### src/rtl/alp_dq_unit.sv
// D/Q register unit for the ALP datapath slice: microcode decode, D/Q registers, Q shift-right step sequencer.
// Build macro ALP_DQ_STEP_EN includes the step sequencer; without it Q is driven by the decode alone.
//
// state    | meaning
// ST_IDLE  | Q/D follow the microcode decode; waiting for step_start_h
// ST_RUN   | Q shifts right once per cycle, rem counts the steps left
module alp_dq_unit #(
  parameter int WIDTH = 8,
  parameter int CNT_W = 5
) (
  input  logic             clk_h,
  input  logic             rst_h,
  input  logic             dmove_h,
  input  logic             dreg_inh_l,
  input  logic [1:0]       dq_h,
  input  logic [3:0]       mux_h,
  input  logic [WIDTH-1:0] amux_h,
  input  logic [WIDTH-1:0] wmux_h,
  input  logic             qshl_in_h,
  input  logic             qshr_in_h,
  input  logic             step_start_h,
  input  logic [CNT_W-1:0] step_cnt_h,
  output logic [WIDTH-1:0] d_h,
  output logic [WIDTH-1:0] q_h,
  output logic             qlsb_h,
  output logic             qmsb_h,
  output logic             step_busy_h,
  output logic             step_done_h
);

  logic qreg_en, src_a, src_w, src_shr, src_shl, dreg_en;
  logic run;
  logic [WIDTH-1:0] q_next;

  assign qreg_en = ~(mux_h[2] & ~dq_h[0]) & ~(~mux_h[0] & ~dq_h[0]);
  assign src_a   = dmove_h;
  assign src_w   = (~dmove_h & mux_h[2]) | (~mux_h[2] & ~mux_h[0]);
  assign src_shr = (~mux_h[0] & ~dq_h[0]) | (~dmove_h & ~mux_h[2] & mux_h[0] & dq_h[0]);
  assign src_shl = ~dq_h[0];
  assign dreg_en = (dq_h[1] | (mux_h == 4'b1001)) & dreg_inh_l;

`ifdef ALP_DQ_STEP_EN
  localparam logic [0:0] ST_IDLE = 1'b0;
  localparam logic [0:0] ST_RUN  = 1'b1;

  logic [0:0]       state;
  logic [CNT_W-1:0] rem;

  always_ff @(posedge clk_h) begin
    if (rst_h) begin
      state <= ST_IDLE;
      rem   <= '0;
    end else begin
      case (state)
        ST_IDLE: begin
          if (step_start_h && (step_cnt_h != '0)) begin
            state <= ST_RUN;
            rem   <= step_cnt_h;
          end
        end
        ST_RUN: begin
          rem <= rem - CNT_W'(1);
          if (rem == CNT_W'(1)) state <= ST_IDLE;
        end
        default: begin
          state <= ST_IDLE;
          rem   <= '0;
        end
      endcase
    end
  end

  assign run         = (state == ST_RUN);
  assign step_busy_h = run;
  assign step_done_h = run && (rem == CNT_W'(1));
`else
  logic unused_step;
  assign unused_step = step_start_h ^ (^step_cnt_h);
  assign run         = 1'b0;
  assign step_busy_h = 1'b0;
  assign step_done_h = 1'b0;
`endif

  // The sequencer shift wins over the decode and ignores qreg_en.
  always_comb begin
    q_next = q_h;
    if (run) begin
      q_next = {qshr_in_h, q_h[WIDTH-1:1]};
    end else if (qreg_en) begin
      if (src_a)        q_next = amux_h;
      else if (src_w)   q_next = wmux_h;
      else if (src_shr) q_next = {qshr_in_h, q_h[WIDTH-1:1]};
      else if (src_shl) q_next = {q_h[WIDTH-2:0], qshl_in_h};
    end
  end

  always_ff @(posedge clk_h) begin
    if (rst_h) begin
      q_h <= '0;
      d_h <= '0;
    end else begin
      q_h <= q_next;
      if (dreg_en) d_h <= wmux_h;
    end
  end

  assign qlsb_h = q_h[0];
  assign qmsb_h = q_h[WIDTH-1];

endmodule

### config.mk
export PLATFORM = sky130hd
export DESIGN_NAME = alp_dq_unit
export DESIGN_NICKNAME = d
export VERILOG_FILES = /design/src/rtl/alp_dq_unit.sv
export SDC_FILE = /design/constraint.sdc
export NUM_CORES = 1
export LEC_CHECK = 0
export CORE_MARGIN = 1
export CORE_UTILIZATION = 36
export DETAILED_ROUTE_END_ITERATION = 6
export HOLD_SLACK_MARGIN = 0.06
export PLACE_DENSITY_LB_ADDON = 0.15
export SETUP_SLACK_MARGIN = 0.3
export SLEW_MARGIN = 25
export SYNTH_ARGS = -nofsm -noshare
export SYNTH_HDL_FRONTEND = slang
export SYNTH_SLANG_ARGS = --single-unit
export TNS_END_PERCENT = 50
### constraint.sdc
create_clock -name clk_h -period 1.3 [get_ports clk_h]
set_clock_uncertainty 0.15 [all_clocks]
set_input_delay 0.13 -clock clk_h [delete_from_list [all_inputs] [get_ports clk_h]]
set_output_delay 0.13 -clock clk_h [all_outputs]
set_load 0.05 [all_outputs]
---- After elaboration in Yosys (flattened, before gate mapping) ----
Cells that the tools add are included.
storage, ports and cells
  flip-flop bits (word level) ............. 16
  bits in latches ......................... 0
  memory bits (writable) .................. 0
  bits in read-only memories .............. 0
  input bits .............................. 34
  output and inout bits ................... 20
  logic and storage cells ................. 27
  memories kept ........................... 0
cells by class
  add/subtract/negate cells ............... 0
  multiply operators ...................... 0
  divide/modulo/power cells ............... 0
  order comparisons ....................... 0
  equality and inequality tests ........... 2
  shifts and indexed selects .............. 0
  muxes and demuxes ....................... 4
  bitwise gates (word level) .............. 18
  reduce and logical (&&, ||, !) cells .... 1
operator list
  operator                                       count
  2-to-1 mux 8 bit                               4
  AND 1 bit                                      9
  inverter 1 bit                                 6
  == test 4 bit, second input constant           1
  != test 4 x 2 -> 1 bit, second input constant  1
  OR 1 bit                                       3
  AND reduction 2 bit                            1

---- Longest topological paths before layout ----
Gate-level depths: netlist of the first run.
  depth in word-level cells ............... 8
  depth in mapped cells ................... 4
  depth with buffers taken out ............ 3

---- Worst setup path before layout of the first run ----
Ideal clock, no wire load.
  path kind ............................... register to register
  start ................................... register q_h[2]
  end ..................................... register q_h[3]
  setup time .............................. 138 ps
  arrival ................................. 1229 ps
  data required time ...................... 1012 ps
  path slack .............................. -216 ps
  stages on the path, launching flop included .. 4
  path buffers ............................ 0
  clock period less this slack ............ 1516 ps
  path through ............................ dfxtp_1 and4bb_2 a2111oi_1 o32ai_1
between the ends
  longest elaborated chain between the ends .. 4
RTL lines
  element                 RTL line  source
  start, declared         24        output logic [WIDTH-1:0] q_h,
  start signal, assigned  102       q_h <= q_next;
  2-to-1 mux 8 bit        93        else if (src_shl) q_next = {q_h[WIDTH-2:0], qshl_in_h};
  2-to-1 mux 8 bit        92        else if (src_shr) q_next = {qshr_in_h, q_h[WIDTH-1:1]};
  2-to-1 mux 8 bit        91        else if (src_w) q_next = wmux_h;
  2-to-1 mux 8 bit        90        if (src_a) q_next = amux_h;
No other way between the ends. The select of a mux whose other input is x is not followed.
A chain may end at the register's enable or synchronous reset.

---- Worst setup path after layout of the first run ----
  start ................................... register q_h[4]
  end ..................................... register q_h[5]
The elaborated chain is that of the path after synthesis.

==> summary.md, run 1 <==
| Metric | Value |
|---|---|
| Outcome | `finished with violations` |
| Failing checks | `DRC, setup timing` |
| CTS H-tree depth | `1` |
| Vias in the first global route | `1042` |
| Mean Syn Cell Area | `10.2 sq um` |
| Core area | `2810 sq um` |
| I/O Buffers | `45` |
| Clk pin slew, worst setup/hold paths | `0.10 ns` |
| Starting Density | `0.384` |
| Routed via count | `1049` |
| Register share of total power | `0.360` |
| Max-Cap Viols | `0` |
| GR Overflow Total | `0` |
| Switching share of power | `0.341` |
| I/O Pins | `54` |
| Switching power | `537 uW` |
| Post-Syn Area | `1080 sq um` |
| DR DRC count | `4` |
| TritonCTS clock tree | `yes` |
| GRT Util Overall | `0.211` |
| RSZ-0062 raised after global routing | `yes` |
| Final ANT Viol Nets | `0` |
| Synth unique cells | `24` |
| Inserted Clock Buffers | `3` |
| Clock group share of total power | `0.181` |
| Minimum clock period | `1.30 ns` |
| Fmax achieved | `0.766 GHz` |
| Via-to-Cell Ratio | `5.30` |
| Clock root cell | `clkbuf_4` |
| Internal power | `1.04 mW` |
| Worst Reg-to-Reg Cells | `3` |
| Routed wire per std cell | `15.8 um` |
| DRT Pass-1 Iters | `6` |
| Tcrit/Tclk final | `1.00` |
| Hold Buf Count CTS | `0` |
| Die ar. | `3210 sq um` |
| Post-synthesis sequential area ratio | `0.298` |
| Hold-critical path depth | `3` |
| Area leader, netlist | `dfxtp_1` |
| CP Launch Type | `register` |
| Clock Tree Buf Depth | `2` |
| Worst-Skew Late Latency | `0.29 ns` |
| Comb pwr share | `0.459` |
| CP max FO | `4` |
| Commonest non-fill, non-tap cell in the layout | `clkdlybuf4s50_1` |
| WP data required | `1.33 ns` |
| WP data arrival | `1.33 ns` |
| Synthesis-stage register bit count | `16` |
| Maximum VDD drop | `0.532 mV` |
| Pwr Density | `745 nW/um^2` |
| TritonCTS Sinks | `16` |
| Setup violators final | `1` |
| Commonest cells after routing, fill and taps aside | `21 x clkdlybuf4s50_1, 20 x buf_12, 16 x nand2b_1, 11 x buf_4, 9 x nor2b_1` |
| First-pass GRT wire length | `5.23 mm` |
| Hold path endpoint | `q_h[7]$_SDFFE_PP0P_` |
| Total Wirelength | `3.13 mm` |
| Reg2reg start | `q_h[4]$_SDFFE_PP0P_` |
| Die Ht | `56.7 um` |
| R2R Setup Slk | `-0.005 ns` |
| Synth area leaders | `dfxtp_1 30%, and4bb_2 9.3%, nand2b_1 9.3%` |
| Initial antenna violation count | `0` |
| Setup ws final | `-0.00468 ns` |
| Pre-CTS setup slack | `-0.528 ns` |
| Die X-Extent | `56.7 um` |
| Syn. warnings | `0` |
| Share of the synthesized area in the top cell type | `0.298` |
| Pleak | `0.809 nW` |
| Worst r2r dst | `q_h[5]$_SDFFE_PP0P_` |
| Crit path capture type | `register` |
| Final GP Congestion | `0.728` |
| Initial DRC Count | `25` |
| Area growth syn-to-layout | `96.3%` |
| # rows | `19` |
| Largest net degree at the start of global routing | `17` |
| Post-DP HPWL | `2.09 mm` |
| Max-slew violations | `0` |
| Final std cells w/o fill | `198` |
| # diodes | `0` |
| Worst hold start | `amux_h[7]` |
| Mapped Cells | `106` |
| Share of cells above drive strength 1 | `0.509` |
| Crit Path Category | `reg2reg` |
| Hold Violations, Final | `0` |
| Placed cells | `183` |
| Final nets | `202` |
| HP Class | `in2reg` |
-- worst max-delay path: stages (launching register included) --
cell and delay, ns:
dfxtp_4 0.37, and4bb_2 0.24, a2111oi_4 0.30, o32ai_2 0.13
-- per-layer routing --
metal	up-vias	wire length [um]	part of all wire	global-route usage
met3	4	156	0.050	0.0276
met4	0	44	0.014	0.0857
met5	-	0	0	0
met1	494	1300	0.42	0.254
li1	515	-	-	-
met2	36	1630	0.52	0.376
-- final cells by class --
cell class	instances	area, sq um
timing repair buffer	67	855
clock buffer	3	22.5
fill	196	693
tap	31	38.8
multi-input combinational	73	806
clock inverter	1	3.75
sequential	16	360
inverter	7	26.3
-- sequential cells by signal (all words and copies together) (netlist names) --
| signal | flops |
|---|---|
| d_h | 8 |
| q_h | 8 |
-- worst max path at each step --
| stage | startpoint | endpoint | slack [ns] | cells past startpoint |
|---|---|---|---|---|
| finish | q_h[4]$_SDFFE_PP0P_ | q_h[5]$_SDFFE_PP0P_ | -0.005 | 3 |
| global route | q_h[4]$_SDFFE_PP0P_ | q_h[5]$_SDFFE_PP0P_ | -0.04 | 3 |
| CTS | q_h[6]$_SDFFE_PP0P_ | q_h[5]$_SDFFE_PP0P_ | -0.001 | 3 |
| detailed placement | mux_h[0] | q_h[5]$_SDFFE_PP0P_ | -0.53 | 5 |
| global placement | mux_h[0] | q_h[5]$_SDFFE_PP0P_ | -0.51 | 5 |
| floorplan | q_h[6]$_SDFFE_PP0P_ | q_h[5]$_SDFFE_PP0P_ | -0.006 | 3 |
-- synthesized netlist by cell type --
master and instances:
dfxtp_1 16, nand2b_1 16, nor2b_1 9, and4bb_2 8, mux2i_1 8, inv_1 7, o32ai_1 7, buf_4 6
and4b_1 5, a2111oi_1 4, a2111oi_2 4, clkbuf_1 3, and4b_2 2, and4b_4 1, buf_2 1, buf_6 1
conb_1 1, nand2b_4 1, nor4bb_2 1, o21a_1 1, o21bai_1 1, o31ai_1 1, or3_1 1, or4b_1 1
-- power by group through the flow --
stage          Clock (mW)  Combinational, mW  Sequential [mW]
6_report            0.284              0.723            0.567
5_1_grt             0.323              0.755            0.572
4_1_cts             0.292              0.707            0.564
3_5_place_dp            0              0.612            0.580
3_3_place_gp            0              0.605            0.578
2_1_floorplan           0              0.189            0.678
-- kinds of logic (layout without fill, tap and decap cells) --
logic type / count (synthesis) / after routing / synth area share
compound gates: 18 / 18 / 0.171
buf+inv: 18 / 78 / 0.0919
flops: 16 / 16 / 0.298
mux: 8 / 8 / 0.0744
other cells: 1 / 2 / 0.00349
simple gates: 45 / 45 / 0.362
-- metrics by stage --
step	power (mW)	setup TNS [ns]	util	cell area, sq um	hold WS [ns]
5_1_grt	1.65	-0.0967	0.753	2110	0.299
2_1_floorplan	0.867	-0.00589	-	1130	0.135
3_3_place_gp	1.18	-7.25	0.649	1820	0.338
6_report	1.57	-0.00468	0.753	2110	0.304
4_1_cts	1.56	-0.000966	0.740	2070	0.301
3_5_place_dp	1.19	-7.51	0.649	1820	0.343
-- timing repair --
action | in CTS | in global routing
setup buffers | 7 | 1
gates cloned | 3 | 0
setup endpoints to repair | 34 | 34
pin swaps | 15 | 11
resized for setup | 39 | 7
Note: power is estimated with default switching activity, not from simulation.
==> run 2, diff against run 1 <==
--- a/config.mk
+++ b/config.mk
@@ -11,7 +11,7 @@
 export HOLD_SLACK_MARGIN = 0.06
 export PLACE_DENSITY_LB_ADDON = 0.15
 export SETUP_SLACK_MARGIN = 0.3
-export SLEW_MARGIN = 25
+export SLEW_MARGIN = 20
 export SYNTH_ARGS = -nofsm -noshare
 export SYNTH_HDL_FRONTEND = slang
 export SYNTH_SLANG_ARGS = --single-unit
==> results of run 2 <==
Same layout as run 1: the final DEF is identical, and so are final timing and power.
